===== config.mk =====
export PLATFORM = sky130hd
export DESIGN_NAME = instr_loader_flat
export DESIGN_NICKNAME = d
export VERILOG_FILES = /design/src/rtl/instr_loader_if.sv /design/src/rtl/instr_loader.sv /design/src/flat_wrapper.sv
export SDC_FILE = /design/constraint.sdc
export NUM_CORES = 1
export LEC_CHECK = 0
export CAP_MARGIN = 30
export CORE_ASPECT_RATIO = 0.75
export CORE_MARGIN = 2
export CORE_UTILIZATION = 50
export DETAILED_ROUTE_END_ITERATION = 16
export PLACE_DENSITY = 0.77
export SYNTH_ARGS = -nofsm -noshare
export SYNTH_HDL_FRONTEND = slang
export SYNTH_SLANG_ARGS = --single-unit
export TNS_END_PERCENT = 100

===== constraint.sdc =====
create_clock -name clk -period 1.8 [get_ports clk]
set_input_delay 0.18 -clock clk [delete_from_list [all_inputs] [get_ports clk]]
set_output_delay 0.18 -clock clk [all_outputs]
set_load 0.01 [all_outputs]

===== src/rtl/instr_loader_if.sv =====
// rtl/instr_loader_if.sv - host word stream and instruction-memory write port bundle
interface instr_loader_if #(
    parameter int D = 12
) ();
    logic [8:0]   in_data;
    logic         in_valid;
    logic         in_last;
    logic         in_ready;
    logic         wr_en;
    logic [D-1:0] wr_addr;
    logic [8:0]   wr_data;

    modport slave (
        input  in_data, in_valid, in_last,
        output in_ready, wr_en, wr_addr, wr_data
    );

    modport master (
        output in_data, in_valid, in_last,
        input  in_ready, wr_en, wr_addr, wr_data
    );
endinterface


===== src/rtl/instr_loader.sv =====
// rtl/instr_loader.sv - streams host words into instruction memory and gates core reset on checksum
module instr_loader #(
    parameter int D = 12
) (
    input  logic           clk,
    input  logic           reset_n,
    input  logic           start,
    instr_loader_if.slave  bus,
    output logic [D:0]     word_count,
    output logic           core_hold,
    output logic           done,
    output logic           error
);

    typedef enum logic [2:0] {
        S_IDLE,
        S_LOAD,
        S_CHECK,
        S_DONE,
        S_ERROR
    } state_t;

    state_t       state_q, state_d;
    logic [D-1:0] ptr_q;
    logic [D:0]   count_q;
    logic [8:0]   acc_q;
    logic         wr_en_q;
    logic [D-1:0] wr_addr_q;
    logic [8:0]   wr_data_q;

    logic ready;
    logic hs;
    logic ptr_last;
    logic session_start;

    assign hs            = bus.in_valid && ready;
    assign ptr_last      = &ptr_q;
    assign session_start = start && (state_q == S_IDLE || state_q == S_DONE || state_q == S_ERROR);

    always_ff @(posedge clk or negedge reset_n) begin
        if (!reset_n) begin
            state_q <= S_IDLE;
        end else begin
            state_q <= state_d;
        end
    end

    always_comb begin
        state_d = state_q;
        case (state_q)
            S_IDLE:  if (start) state_d = S_LOAD;
            S_LOAD: begin
                if (hs) begin
                    if (bus.in_last)   state_d = S_CHECK;
                    else if (ptr_last) state_d = S_ERROR;
                end
            end
            S_CHECK: begin
                if (hs) state_d = (bus.in_data == acc_q) ? S_DONE : S_ERROR;
            end
            S_DONE:  if (start) state_d = S_LOAD;
            S_ERROR: if (start) state_d = S_LOAD;
            default: state_d = S_IDLE;
        endcase
    end

    always_comb begin
        ready     = (state_q == S_LOAD) || (state_q == S_CHECK);
        done      = (state_q == S_DONE);
        error     = (state_q == S_ERROR);
        core_hold = (state_q != S_DONE);
    end

    // Write port is registered so a handshake in cycle N appears as a write in N+1.
    always_ff @(posedge clk or negedge reset_n) begin
        if (!reset_n) begin
            ptr_q     <= '0;
            count_q   <= '0;
            acc_q     <= 9'b0;
            wr_en_q   <= 1'b0;
            wr_addr_q <= '0;
            wr_data_q <= 9'b0;
        end else begin
            wr_en_q <= 1'b0;
            if (session_start) begin
                ptr_q   <= '0;
                count_q <= '0;
                acc_q   <= 9'b0;
            end
            if (state_q == S_LOAD && hs) begin
                wr_en_q   <= 1'b1;
                wr_addr_q <= ptr_q;
                wr_data_q <= bus.in_data;
                ptr_q     <= ptr_q + 1'b1;
                count_q   <= count_q + 1'b1;
                acc_q     <= acc_q ^ bus.in_data;
            end
        end
    end

    assign bus.in_ready = ready;
    assign bus.wr_en    = wr_en_q;
    assign bus.wr_addr  = wr_addr_q;
    assign bus.wr_data  = wr_data_q;
    assign word_count   = count_q;

endmodule


===== src/flat_wrapper.sv =====
// flat-port wrapper written by rule: the top's interface ports become plain ports
module instr_loader_flat 
#(
    parameter int D = 12
)
  (clk, reset_n, start, word_count, core_hold, done, error, bus_in_data, bus_in_valid, bus_in_last, bus_in_ready, bus_wr_en, bus_wr_addr, bus_wr_data);
  instr_loader_if #(.D(D)) bus_i ();
  input  logic clk;
  input  logic reset_n;
  input  logic start;
  output logic [D:0] word_count;
  output logic core_hold;
  output logic done;
  output logic error;
  input wire logic [$bits(bus_i.in_data)-1:0] bus_in_data;
  input wire logic [$bits(bus_i.in_valid)-1:0] bus_in_valid;
  input wire logic [$bits(bus_i.in_last)-1:0] bus_in_last;
  output wire logic [$bits(bus_i.in_ready)-1:0] bus_in_ready;
  output wire logic [$bits(bus_i.wr_en)-1:0] bus_wr_en;
  output wire logic [$bits(bus_i.wr_addr)-1:0] bus_wr_addr;
  output wire logic [$bits(bus_i.wr_data)-1:0] bus_wr_data;
  assign bus_i.in_data = bus_in_data;
  assign bus_i.in_valid = bus_in_valid;
  assign bus_i.in_last = bus_in_last;
  assign bus_in_ready = bus_i.in_ready;
  assign bus_wr_en = bus_i.wr_en;
  assign bus_wr_addr = bus_i.wr_addr;
  assign bus_wr_data = bus_i.wr_data;
  instr_loader #(.D(D)) u_core (.clk(clk), .reset_n(reset_n), .start(start), .bus(bus_i), .word_count(word_count), .core_hold(core_hold), .done(done), .error(error));
endmodule

# Yosys cells after proc, flatten, opt, wreduce, memory -nomap -nowiden
# Index checks and enable logic that the tools add are counted.
[totals]
reg_bits = 59
input_bits = 14
output_inout_bits = 39
elab_cells = 45
[classes]
n_addsub = 2
eq_ne = 10
mux = 14
n_bitwise = 1
reduce_logical = 11
[ops]
columns = ["op", "count"]
rows = [
  ["two-way mux 13 bit", 2],
  ["two-way mux 12 bit", 2],
  ["two-way mux 3 bit", 6],
  ["two-way mux 9 bit", 2],
  ["adder 13 x 1 -> 13 bit, second input constant", 1],
  ["adder 12 x 1 -> 12 bit, second input constant", 1],
  ["AND reduction 12 bit", 1],
  ["equality test 9 bit", 1],
  ["case mux 3 bit (3 select lines)", 1],
  ["XOR 9 bit", 1],
  ["equality test 3 x 2 -> 1 bit, second input constant", 2],
  ["inequality test 2 x 1 -> 1 bit, second input constant", 3],
  ["inequality test 3 x 2 -> 1 bit, second input constant", 2],
  ["AND reduction 4 bit", 1],
  ["equality test 3 x 1 -> 1 bit, second input constant", 1],
  ["equality test 3 bit, second input constant", 1],
  ["logical AND 1 bit", 3],
  ["logical NOT 3 bit", 1],
  ["logical OR 1 bit", 3],
  ["OR reduction 3 bit", 1],
  ["nonzero test 2 bit", 1],
  ["two-way mux 1 bit", 1],
]

# Logic depth before layout (Yosys ltp)
# Gate-level depths: netlist (run 1).
[depth]
depth_word = 6
depth_mapped = 8
mapped_depth_nobuf = 6

# Worst setup path after synthesis (run 1)
# Ideal clock, no wire load.
[synth_path]
path_kind = "reg-to-reg"
startpoint = "register u_core.state_q[1]"
endpoint = "register u_core.ptr_q[8]"
setup_ps = 76
arrival_time_ps = 1459
required_time_ps = 1724
path_slack_ps = 265
stages_incl_launch_ff = 8
path_buffers = 1
synth_period_minus_slack_ps = 1535
path_cell_list = "dfrtp_1 buf_2 nor2b_4 nand2_1 inv_2 o21a_2 mux2_2 o21ai_1"
[synth_via]
elab_chain_len = 5
elab_cells_between_ends = 13
cone_classes = "eq/ne (4); mux (1); reduce/logical (8)"
[synth_rtl]
columns = ["item", "line_no", "rtl"]
rows = [
  ["start: declaration", "instr_loader.sv:23", "state_t state_q, state_d;"],
  ["start signal: assignment", "instr_loader.sv:44", "state_q <= state_d;"],
  ["equality test 3 x 2 -> 1 bit", "-", ""],
  ["net done", "flat_wrapper.sv:13", "output logic done;"],
  ["logical OR 1 bit (2 in a row)", "instr_loader.sv:38", "assign session_start = start && (state_q == S_IDLE || state_q == S_DONE || state_q == S_ERROR);"],
  ["logical AND 1 bit", "instr_loader.sv:38", ""],
  ["nonzero test 2 bit (no source line)", "-", ""],
  ["end signal: assignment", "instr_loader.sv:94", "ptr_q <= ptr_q + 1'b1;"],
  ["end: declaration", "instr_loader.sv:24", "logic [D-1:0] ptr_q;"],
]
# The timed path passes the listed nets, and every way through them passes these cells.
# A chain may end at the register's enable or synchronous reset.

# Worst setup path after layout (run 1)
[layout_path]
startpoint = "register u_core.state_q[0]"
endpoint = "register u_core.count_q[7] (netlist: u_core.word_count[7])"
[layout_via]
elab_chain_len = 5
elab_cells_between_ends = 13
cone_classes = "eq/ne (4); mux (1); reduce/logical (8)"
[layout_rtl]
columns = ["item", "line_no", "rtl"]
rows = [
  ["equality test 3 x 1 -> 1 bit, or another cell as far along", "instr_loader.sv:68, instr_loader.sv:90", ""],
  ["logical OR 1 bit, on equally long branches", "instr_loader.sv:68, instr_loader.sv:38", ""],
  ["logical AND 1 bit / logical OR 1 bit (equally long branches)", "instr_loader.sv:36, instr_loader.sv:38", ""],
  ["logical AND 1 bit, on equally long branches", "instr_loader.sv:90, instr_loader.sv:38", ""],
  ["two-way mux 13 bit / nonzero test 2 bit (equally long branches)", "-", ""],
  ["end signal: assignment", "instr_loader.sv:95", "count_q <= count_q + 1'b1;"],
  ["end: declaration", "instr_loader.sv:25", "logic [D:0] count_q;"],
]
# Several ways; a longest one is shown, not always the timed one.

==> results.md, run 1 <==
- Status: complete, no violations
- Post-route worst setup slack: about 0.055 ns
- First-pass GRT wire length: about 11,000 um
- Post-Syn Area: about 0.0028 mm2
- Final #Nets: 382
- CTS tree: yes
- Family with the most delay on the worst path: compound AO/OA/AOI/OAI gates
- Multi-input logic area: roughly 0.0013 mm2
- Starting Density: between 50% and 60%
- Ys async rst share: 100%
- Slew @ Worst Pin: 0.570 ns
- Final min period: approximately 1.7 ns
- Total power: slightly below 5000 uW
- Via/cell ratio: roughly 5.4
- Detailed-route via count: approximately 2,400
- Switching pwr: 1740 uW
- Post-DR wirelength/cell: ~15 um
- Most used DFF post-synth: dfrtp_1
- DRT iter0 DRCs: about 160
- Reg power frac: between 30% and 40%
- Worst setup EP type: flop
- Boundary pin count: 53
- Reg2reg start: u_core.state_q[0]
- Worst EP arrival: approximately 2.0 ns
- Number of synthesized register bits: 59
- Worst setup startpoint: u_core.state_q[0]
- Fmax: around 0.57 GHz
- Die Span X: about 90 um
- Slew Viols, Final: 0
- Critical Path RT: approximately 2.0 ns
- CP endpoint: u_core.word_count[7]
- Post-Syn Area per Cell: about 9.5 um2
- Max-cap violations: 0
- Worst skew pair latency: approximately 0.33 ns
- Detailed placement HPWL: between 4000 and 5000 um
- Metal-1 WL: ~3100 um
- DR top layer: met4
- CP peak stage delay: about 0.49 ns
- Largest net degree at the start of global routing: 60
- Commonest non-fill, non-tap cell in the layout: nand2_1
- Storage element area: ~0.0015 mm2
- HP Class: input port to asynchronous set/reset pin
- Die height: approximately 70 um
- Synth-to-Final Area Change: 31.5%
- Sequential area share after synthesis: 51.9%
- Crit path depth: 6
- Critical R2R Capture: u_core.word_count[7]
- Post-synth EDFFs: 0
- P_leak: approximately 0.0018 uW
- Sw Ratio: around 36%
- Slew margin rel.: approximately three fifths
- Sequence of cells on the critical path: buf_4 > nand2_1 > inv_2 > o21ai_2 > nand2_1 > mux2i_1
- Cts bufs inserted: 9
- Setup-failing EPs final: 0
- Register-to-register setup slack: approximately 0.055 ns
- Int Power: roughly 3100 uW
- Fin crit share: between 90% and 100%
- Pre-CTS setup slack: 0.00311 ns
- Final setup skew: 0.00581 ns
- Final hold violations: 0
- Clock network power share: around 22%
- Clock root cell: clkbuf_8
- Synth unique cells: 46
- Final Routed Wirelength: between 6000 and 7000 um
- Worst reg-to-reg path cell count: 6
- TritonRoute pass-1 iters: 5
- Crit-path slowest cell: o21ai_2
- FP Rows: 23
- Share of cells above drive strength 1: about 14%
- Remaining antenna violation count after routing: 0
- Port bufs: 52
- WL met3: 426 um
- Commonest non-fill, non-tap cells in the layout: nand2_1 (80), dfrtp_1 (57), clkdlybuf4s50_1 (48)
- Crit Path Category: flop to flop
- PwrDens: between 1000 and 1500 mW/mm2
- Yosys warns: 0
- Remaining DRCs: 0
- Total congestion overflow: 0
- Critical Path Start Type: flop
- Max clock buf depth: 2
- Cell mode on critical path: nand2_1
- Maximum VDD drop: between 0.7 and 0.8 mV
- Core Area: around 0.0054 mm2
- Final core utilization: between 60 and 70%
- Sum Neg Setup Slack: 0 ns
- Gpl congestion: approximately 0.83
- Syn Nets: 315
- Buf/Inv on CP: 2
- Antenna violations before repair: 0
- Met2 routed WL: just under 3000 um
- Reg clk slew, reported paths: 0.06 ns
- Antenna fix cells: 0
- Vias in the first global route: 2,253
- Combinational Power Share: approximately 39%
- Htree depth: 3
- Fill count: 444
- Synth Instances: around 300
- Overall routing resource usage: between 20% and 30%
- Die Area: around 0.0063 mm2
- CP Max Fanout: 12
- Clock sinks: a little under 60
-- kinds of logic (layout without fill, tap and decap cells) --
kind of cell / count (synthesis) / count (layout) / share of synthesized area [%]
adders and majority gates: 2 / 2 / 0.880
and+or+nand+nor: 142 / 142 / 23.1
DFF: 59 / 59 / 51.9
muxes: 15 / 15 / 5.32
xor gates and xnor gates: 15 / 15 / 4.62
AOI/OAI and AO/OA: 45 / 46 / 10.3
buffers and inverters: 21 / 91 / 3.83
-- flip-flops by register name, summed over array words and instances, names as in the netlist --
signal	cells
u_core.bus.wr_en	1
u_core.acc_q	9
u_core.bus.wr_addr	12
u_core.word_count	13
u_core.bus.wr_data	9
u_core.state_q	3
u_core.ptr_q	12
-- worst min-delay path by stage --
| stage | end | from |
|---|---|---|
| after CTS | u_core.bus.wr_data[2] | reset_n |
| after detailed placement | u_core.bus.wr_data[0] | reset_n |
| final | u_core.bus.wr_data[0] | reset_n |
| after floorplan | u_core.acc_q[0] | reset_n |
| after global routing | u_core.bus.wr_data[0] | reset_n |
| after global placement | u_core.bus.wr_data[2] | reset_n |
-- worst min-delay path: cells and delay by family --
kind | cells | cell delay (ns)
buf+inv | 3 | 0.92
-- power by group through the flow --
stage               clock (uW)  sequential (uW)  combinational, uW
floorplan                    0             1890               1050
global placement             0             1880               1730
detailed placement           0             1900               1780
CTS                       1110             1890               1820
global route              1170             1920               2080
finish                    1090             1880               1890
-- repair_timing --
action                                  4_1_cts  5_1_grt
hold endpoints to repair                     59        0
hold buffers                                  1        0
buffers inserted                              1        3
cloned                                        0        1
resized for setup                             5        6
pin swaps                                     1        3
endpoints found under the setup margin        5       19
-- area by class of cell --
class	count	share of cell area [%]
clock buffer	13	4.52
clock inverter	2	0.268
inverter	6	0.736
multi-input combinational	220	34.5
sequential	59	39.5
tap	75	2.51
timing repair buffer	70	17.9
-- metrics by stage --
step           hold WS [ns]  std cells  cell area [um2]
6_report              0.378        445             3740
5_1_grt               0.413        445             3740
2_1_floorplan        -0.116        299             2840
3_5_place_dp          0.212        424             3480
4_1_cts               0.397        441             3690
3_3_place_gp          0.210        424             3480
-- routing by layer --
metal | global-route usage [%] | vias to the layer above
met3 | 7.07 | 6
met1 | 29.3 | 1134
met2 | 31.6 | 79
met5 | 0 | -
met4 | 5.56 | 0
li1 | - | 1163
-- Yosys cell counts (3+ instances only) --
cell       n  area (um2)
nor3_1     3        15.0
buf_2      9        45.0
inv_1      4        15.0
buf_4      3        22.5
nand3_1   14        70.1
nor2_1    21        78.8
o31ai_1    3        22.5
a21oi_1   12        60.1
a31oi_1    4        25.0
o21ai_0   11        55.1
xor2_1    14         123
mux2i_1   14         140
o211ai_1   3        22.5
nand4_1    5        31.3
and3_1     5        31.3
dfrtp_1   59        1480
nand2_1   80         300
Power figures use the tool's default switching activity.
==> run 2, diff against run 1 <==
- CORE_ASPECT_RATIO: 0.75 -> default
- clock period: 1.8 -> 2.03 ns (I/O delays scaled with it)
==> run 2 against run 1 <==
The flow now finishes with violations (hold timing). Clock skew rose by 0.0036 ns. Sequential cell count did not move. Final cell count fell by 2.0%. Wire length fell by 8.2%. Clock power fell by 13%. Die area barely moved. Via count fell by 3.4%. Combinational power fell by 18%. Sequential power fell by 10%. Total power fell by 14%. Critical path type is now flop to primary output.
==> results.md, run 2 (synthesis gave the netlist of run 1 again) <==
- Status: finished, violations left
- Failing checks: hold timing
- Die Area: between 0.006 and 0.007 mm2
- Unrepaired setup endpoints after global routing: no
- Commonest non-fill, non-tap cell in the layout: nand2_1
- Max-cap violations: 0
- CTS tree: yes
- TritonRoute pass-1 iters: 5
- CP peak stage delay: ~0.52 ns
- Final #Nets: between 300 and 400
- First-pass GRT wire length: about 10,000 um
- Remaining antenna violation count after routing: 0
- Antenna fix cells: 0
- Detailed placement HPWL: 4130 um
- Sequence of cells on the critical path: nor2_2 > and2_1 > clkdlybuf4s50_1
- CP Max Fanout: 9
- Htree depth: 3
- Crit-path slowest cell: clkdlybuf4s50_1
- HP Class: input port to asynchronous set/reset pin
- Overall routing resource usage: a little over a fifth
- Final Routed Wirelength: around 6000 um
- Die Span X: 79.4 um
- Hold-fix buffer count after cts: 0
- Fin crit share: between 90% and 100%
- Fmax: ~0.52 GHz
- Setup-failing EPs final: 0
- Port bufs: 52
- Worst setup EP type: primary output
- Final hold violations: 1
- Register-to-register setup slack: 0.25 ns
- Final min period: approximately 1.9 ns
- Critical R2R Capture: u_core.word_count[7]
- Total power: ~4200 uW
- Synth-to-Final Area Change: 27.9%
- Crit Path Category: flop to primary output
- Clock root cell: clkbuf_8
- Slew margin rel.: between 50% and 60%
- Cts bufs inserted: 9
- Post-DR wirelength/cell: 13.8 um
- Slew @ Worst Pin: 0.733 ns
- P_leak: 0.00170 uW
- Buf/Inv on CP: 1
- Max reg flops: 13
- Commonest non-fill, non-tap cells in the layout: nand2_1 (80), dfrtp_1 (57), clkdlybuf4s50_1 (51)
- Worst skew pair latency: about 0.34 ns
- Final setup skew: roughly 0.0094 ns
- Worst reg-to-reg path cell count: 6
- Design Area, Final: 0.00364 mm2
- Die height: between 70 and 80 um
- Via/cell ratio: 5.28
- Starting Density: 51.6%
- Remaining DRCs: 0
- Boundary pin count: 53
- Detailed-route via count: around 2,300
- Total congestion overflow: 0
- Reg2reg start: u_core.state_q[1]
- Critical Path Start Type: flop
- Vias in the first global route: around 2,200
- Sum Neg Setup Slack: 0 ns
- Worst EP arrival: 1.72 ns
- Antenna violations before repair: 0
- Reg clk slew, reported paths: ~0.07 ns
- Gpl congestion: 0.846
- Largest net degree at the start of global routing: 60
- Critical Path RT: 1.83 ns
- Maximum VDD drop: approximately 0.67 mV
- Clock sinks: 59
- Family with the most delay on the worst path: buffers and inverters
- Slew Viols, Final: 0
- FP Rows: 27
- WHS: -0.000666 ns
- Share of cells above drive strength 1: around 12%
- Dpl cell area: between 0.003 and 0.004 mm2
- Core Area: between 0.005 and 0.006 mm2
- DRT iter0 DRCs: 169
- Max clock buf depth: 2
- PwrDens: ~1200 mW/mm2
-- run 2: worst max-delay path by stage --
stage                      start                   end  slack [ns]  depth (start not counted)
3_3_place_gp      bus_in_data[6]     u_core.state_q[2]        0.22                          5
2_1_floorplan  u_core.state_q[1]       u_core.ptr_q[8]        0.49                          7
5_1_grt        u_core.state_q[0]                 error        0.02                          3
4_1_cts        u_core.state_q[0]                 error        0.02                          3
6_report       u_core.state_q[0]                 error        0.11                          3
3_5_place_dp        bus_in_valid  u_core.word_count[7]        0.19                          6
-- run 2: power by group --
part           switching, uW  internal [uW]  total [uW]
sequential               253           1440        1690
combinational            796            758        1550
clock                    439            512         951
total                   1490           2710        4200
-- run 2: area by class of cell --
type	count	area, um2
Inverter	6	22.5
Tap cell	72	90.1
Clock buffer	15	166
Timing Repair Buffer	64	606
Multi-Input combinational cell	219	1270
Sequential cell	59	1480
Fill cell	445	1870
Clock inverter	1	7.51
-- run 2: worst reg2reg max path: cells and delay by family (launching register included) --
family	cells	cell delay, ns
mux	1	0.18
flops	1	0.44
simple gates	3	0.72
buf+inv	2	0.36
-- run 2: through the flow --
stage	setup WS, ns	cells	util [%]
CTS	0.0173	433	65.6
global placement	0.220	417	62.4
detailed placement	0.190	417	62.4
floorplan	0.495	299	-
global route	0.0182	436	66.1
finish	0.108	436	66.1
-- run 2: per-layer routing --
metal	wire [um]	part of all wire (%)	vias up	global-route usage, %
met4	82	1.4	0	9.31
met5	0	0	-	0
met2	2890	48	43	32.2
met3	215	3.6	6	5.43
li1	-	-	1141	-
met1	2850	47	1112	29.8
-- run 2: what timing repair did --
action	in CTS	in global routing
gates resized for setup	1	2
setup buffers	0	3
endpoints found under the setup margin	1	2
pin swaps	0	0
==> run 3, diff against run 2 <==
- PLACE_DENSITY: 0.77 -> 0.85
==> run 3 against run 2 <==
The flow now finishes without violations. Core utilization rose by 0.36 points. Total power grew 1.2%. Final cell count down 0.46%. Sequential cell count is the same. Die area stayed put. Maximum frequency down 1.3%. Wire length grew 2.1%. Critical path depth grew 1. Via count grew 2.2%. Hold slack better by 0.38 ns.
==> results.md, run 3 (synthesis gave the netlist of run 1 again) <==
- Synth-to-Final Area Change: 28.6%
- Worst EP arrival: between 1.5 and 2 ns
- Dpl cell area: 0.00345 mm2
- CTS tree: yes
- Total congestion overflow: 0
- Final core utilization: roughly two thirds
- Post-CTS setup buffers: 0
- Share of cells above drive strength 1: a little under an eighth
- Unrepaired setup endpoints after global routing: no
- Die height: approximately 79 um
- Gpl congestion: about 0.8
- Worst skew pair latency: approximately 0.34 ns
- DRT iter0 DRCs: 76
- Fmax: slightly above 0.5 GHz
- Clock sinks: 59
- Detailed-route via count: between 2,000 and 2,500
- Slew @ Worst Pin: 0.535 ns
- P_leak: approximately 0.0017 uW
- Port bufs: 52
- Via/cell ratio: 5.42
- Cells after DPL: ~420
- Reg2reg start: u_core.state_q[2]
- Critical Path Start Type: flop
- Vias in the first global route: 2,286
- Max reg flops: 13
- Combinational Power Share: around 36%
- Fin crit share: a little over nine tenths
- Detailed placement HPWL: around 4300 um
- Commonest non-fill, non-tap cells in the layout: nand2_1 (80), dfrtp_1 (57), clkdlybuf4s50_1 (51)
- Int Power: 2760 uW
- Post-DR wirelength/cell: about 14 um
- Register-to-register setup slack: between 0.3 and 0.4 ns
- Maximum VDD drop: between 1 and 1.5 mV
- Final hold violations: 0
- Slew margin rel.: 64.3%
- Final setup skew: 0.00793 ns
- Slew Viols, Final: 0
- Sw Ratio: 34.9%
- Remaining DRCs: 0
- Cts bufs inserted: 9
- Max-cap violations: 0
- Starting Density: 51.6%
- Worst reg-to-reg path cell count: 6
- Antenna fix cells: 0
- Worst setup EP type: primary output
- Core Area: ~0.0055 mm2
- Final std cells w/o fill: around 430
- Critical R2R Capture: u_core.ptr_q[6]
- FP Rows: 27
- Final Routed Wirelength: 6160 um
- WHS: ~0.38 ns
- Status: complete, no violations
- Commonest non-fill, non-tap cell in the layout: nand2_1
- Reg clk slew, reported paths: ~0.060 ns
- Boundary pin count: 53
- Remaining antenna violation count after routing: 0
- Reg power frac: 39.9%
- Die Area: ~0.0063 mm2
- Max clock buf depth: 2
- HP Class: input port to asynchronous set/reset pin
- Sum Neg Setup Slack: 0 ns
- TritonRoute pass-1 iters: 4
- Switching pwr: 1480 uW
- Clock root cell: clkbuf_8
- Final min period: approximately 2 ns
- Design Area, Final: approximately 0.0037 mm2
- Clock network power share: about a quarter
- Antenna violations before repair: 0
- Overall routing resource usage: a little over a fifth
- Setup-failing EPs final: 0
- Crit Path Category: flop to primary output
- Htree depth: 3
- First-pass GRT wire length: around 11,000 um
- Critical Path RT: about 1.8 ns
- Die Span X: between 70 and 80 um
- Largest net degree at the start of global routing: 42
- PwrDens: 1160 mW/mm2
- Final #Nets: about 370
- CP Max Fanout: 10
-- run 3: cell count changes in the layout (fill, tap and decap cells not counted), sizes merged --
| cell | change |
|---|---|
| dlygate4sd3 | +1 |
| buf | -3 |
| clkinv | +3 |
| clkbuf | -4 |
| bufinv | +1 |
-- run 3: power groups by stage --
stage                     sequential (uW)  combinational [uW]  clock [uW]
final                                1690                1510        1040
after global routing                 1730                1690        1120
after CTS                            1690                1520        1060
after detailed placement             1710                1510           0
after global placement               1700                1470           0
after floorplan                      1680                 935           0
-- run 3: layout make-up --
class	instances	area, um2
well taps	72	90.1
clock inverters	5	52.6
fillers	442	1850
flip-flops and latches	59	1480
clock buffers	11	141
repair buffers	62	606
inverters	6	22.5
multi-input cells	219	1270
-- run 3: how the worst max path moves through the flow --
stage                       from               to  slack (ns)  cells after the start
6_report       u_core.state_q[1]             done        0.08                      4
4_1_cts        u_core.state_q[0]            error        0.02                      3
3_5_place_dp        bus_in_valid  u_core.ptr_q[6]        0.17                      7
3_3_place_gp        bus_in_valid  u_core.ptr_q[6]        0.19                      7
5_1_grt        u_core.state_q[1]             done       0.007                      4
2_1_floorplan  u_core.state_q[1]  u_core.ptr_q[8]        0.49                      7
-- run 3: critical path: stages (launching register included) --
cell	delay [ns]
dfrtp_2	0.46
nor2b_4	0.21
nand2_1	0.09
inv_2	0.11
clkdlybuf4s50_1	0.54
-- run 3: layer usage --
metal / global-route usage (%) / part of all wire (%) / vias up
met4: 11.0 / 2.3 / 0
met3: 4.19 / 4.1 / 13
met1: 27.5 / 44 / 1135
met2: 35.9 / 50 / 63
met5: 0 / 0 / -
li1: - / - / 1142
-- run 3: stage by stage --
step,setup slack (ns),total power (uW)
after floorplan,0.495,2610
after global placement,0.194,3170
after detailed placement,0.168,3210
after CTS,0.0171,4260
after global routing,0.00663,4540
final,0.0828,4250
-- run 3: repair_timing --
action,4_1_cts,5_1_grt
hold endpoints to repair,22,0
gates resized for setup,1,2
hold buffers,1,0
setup endpoints to repair,1,2
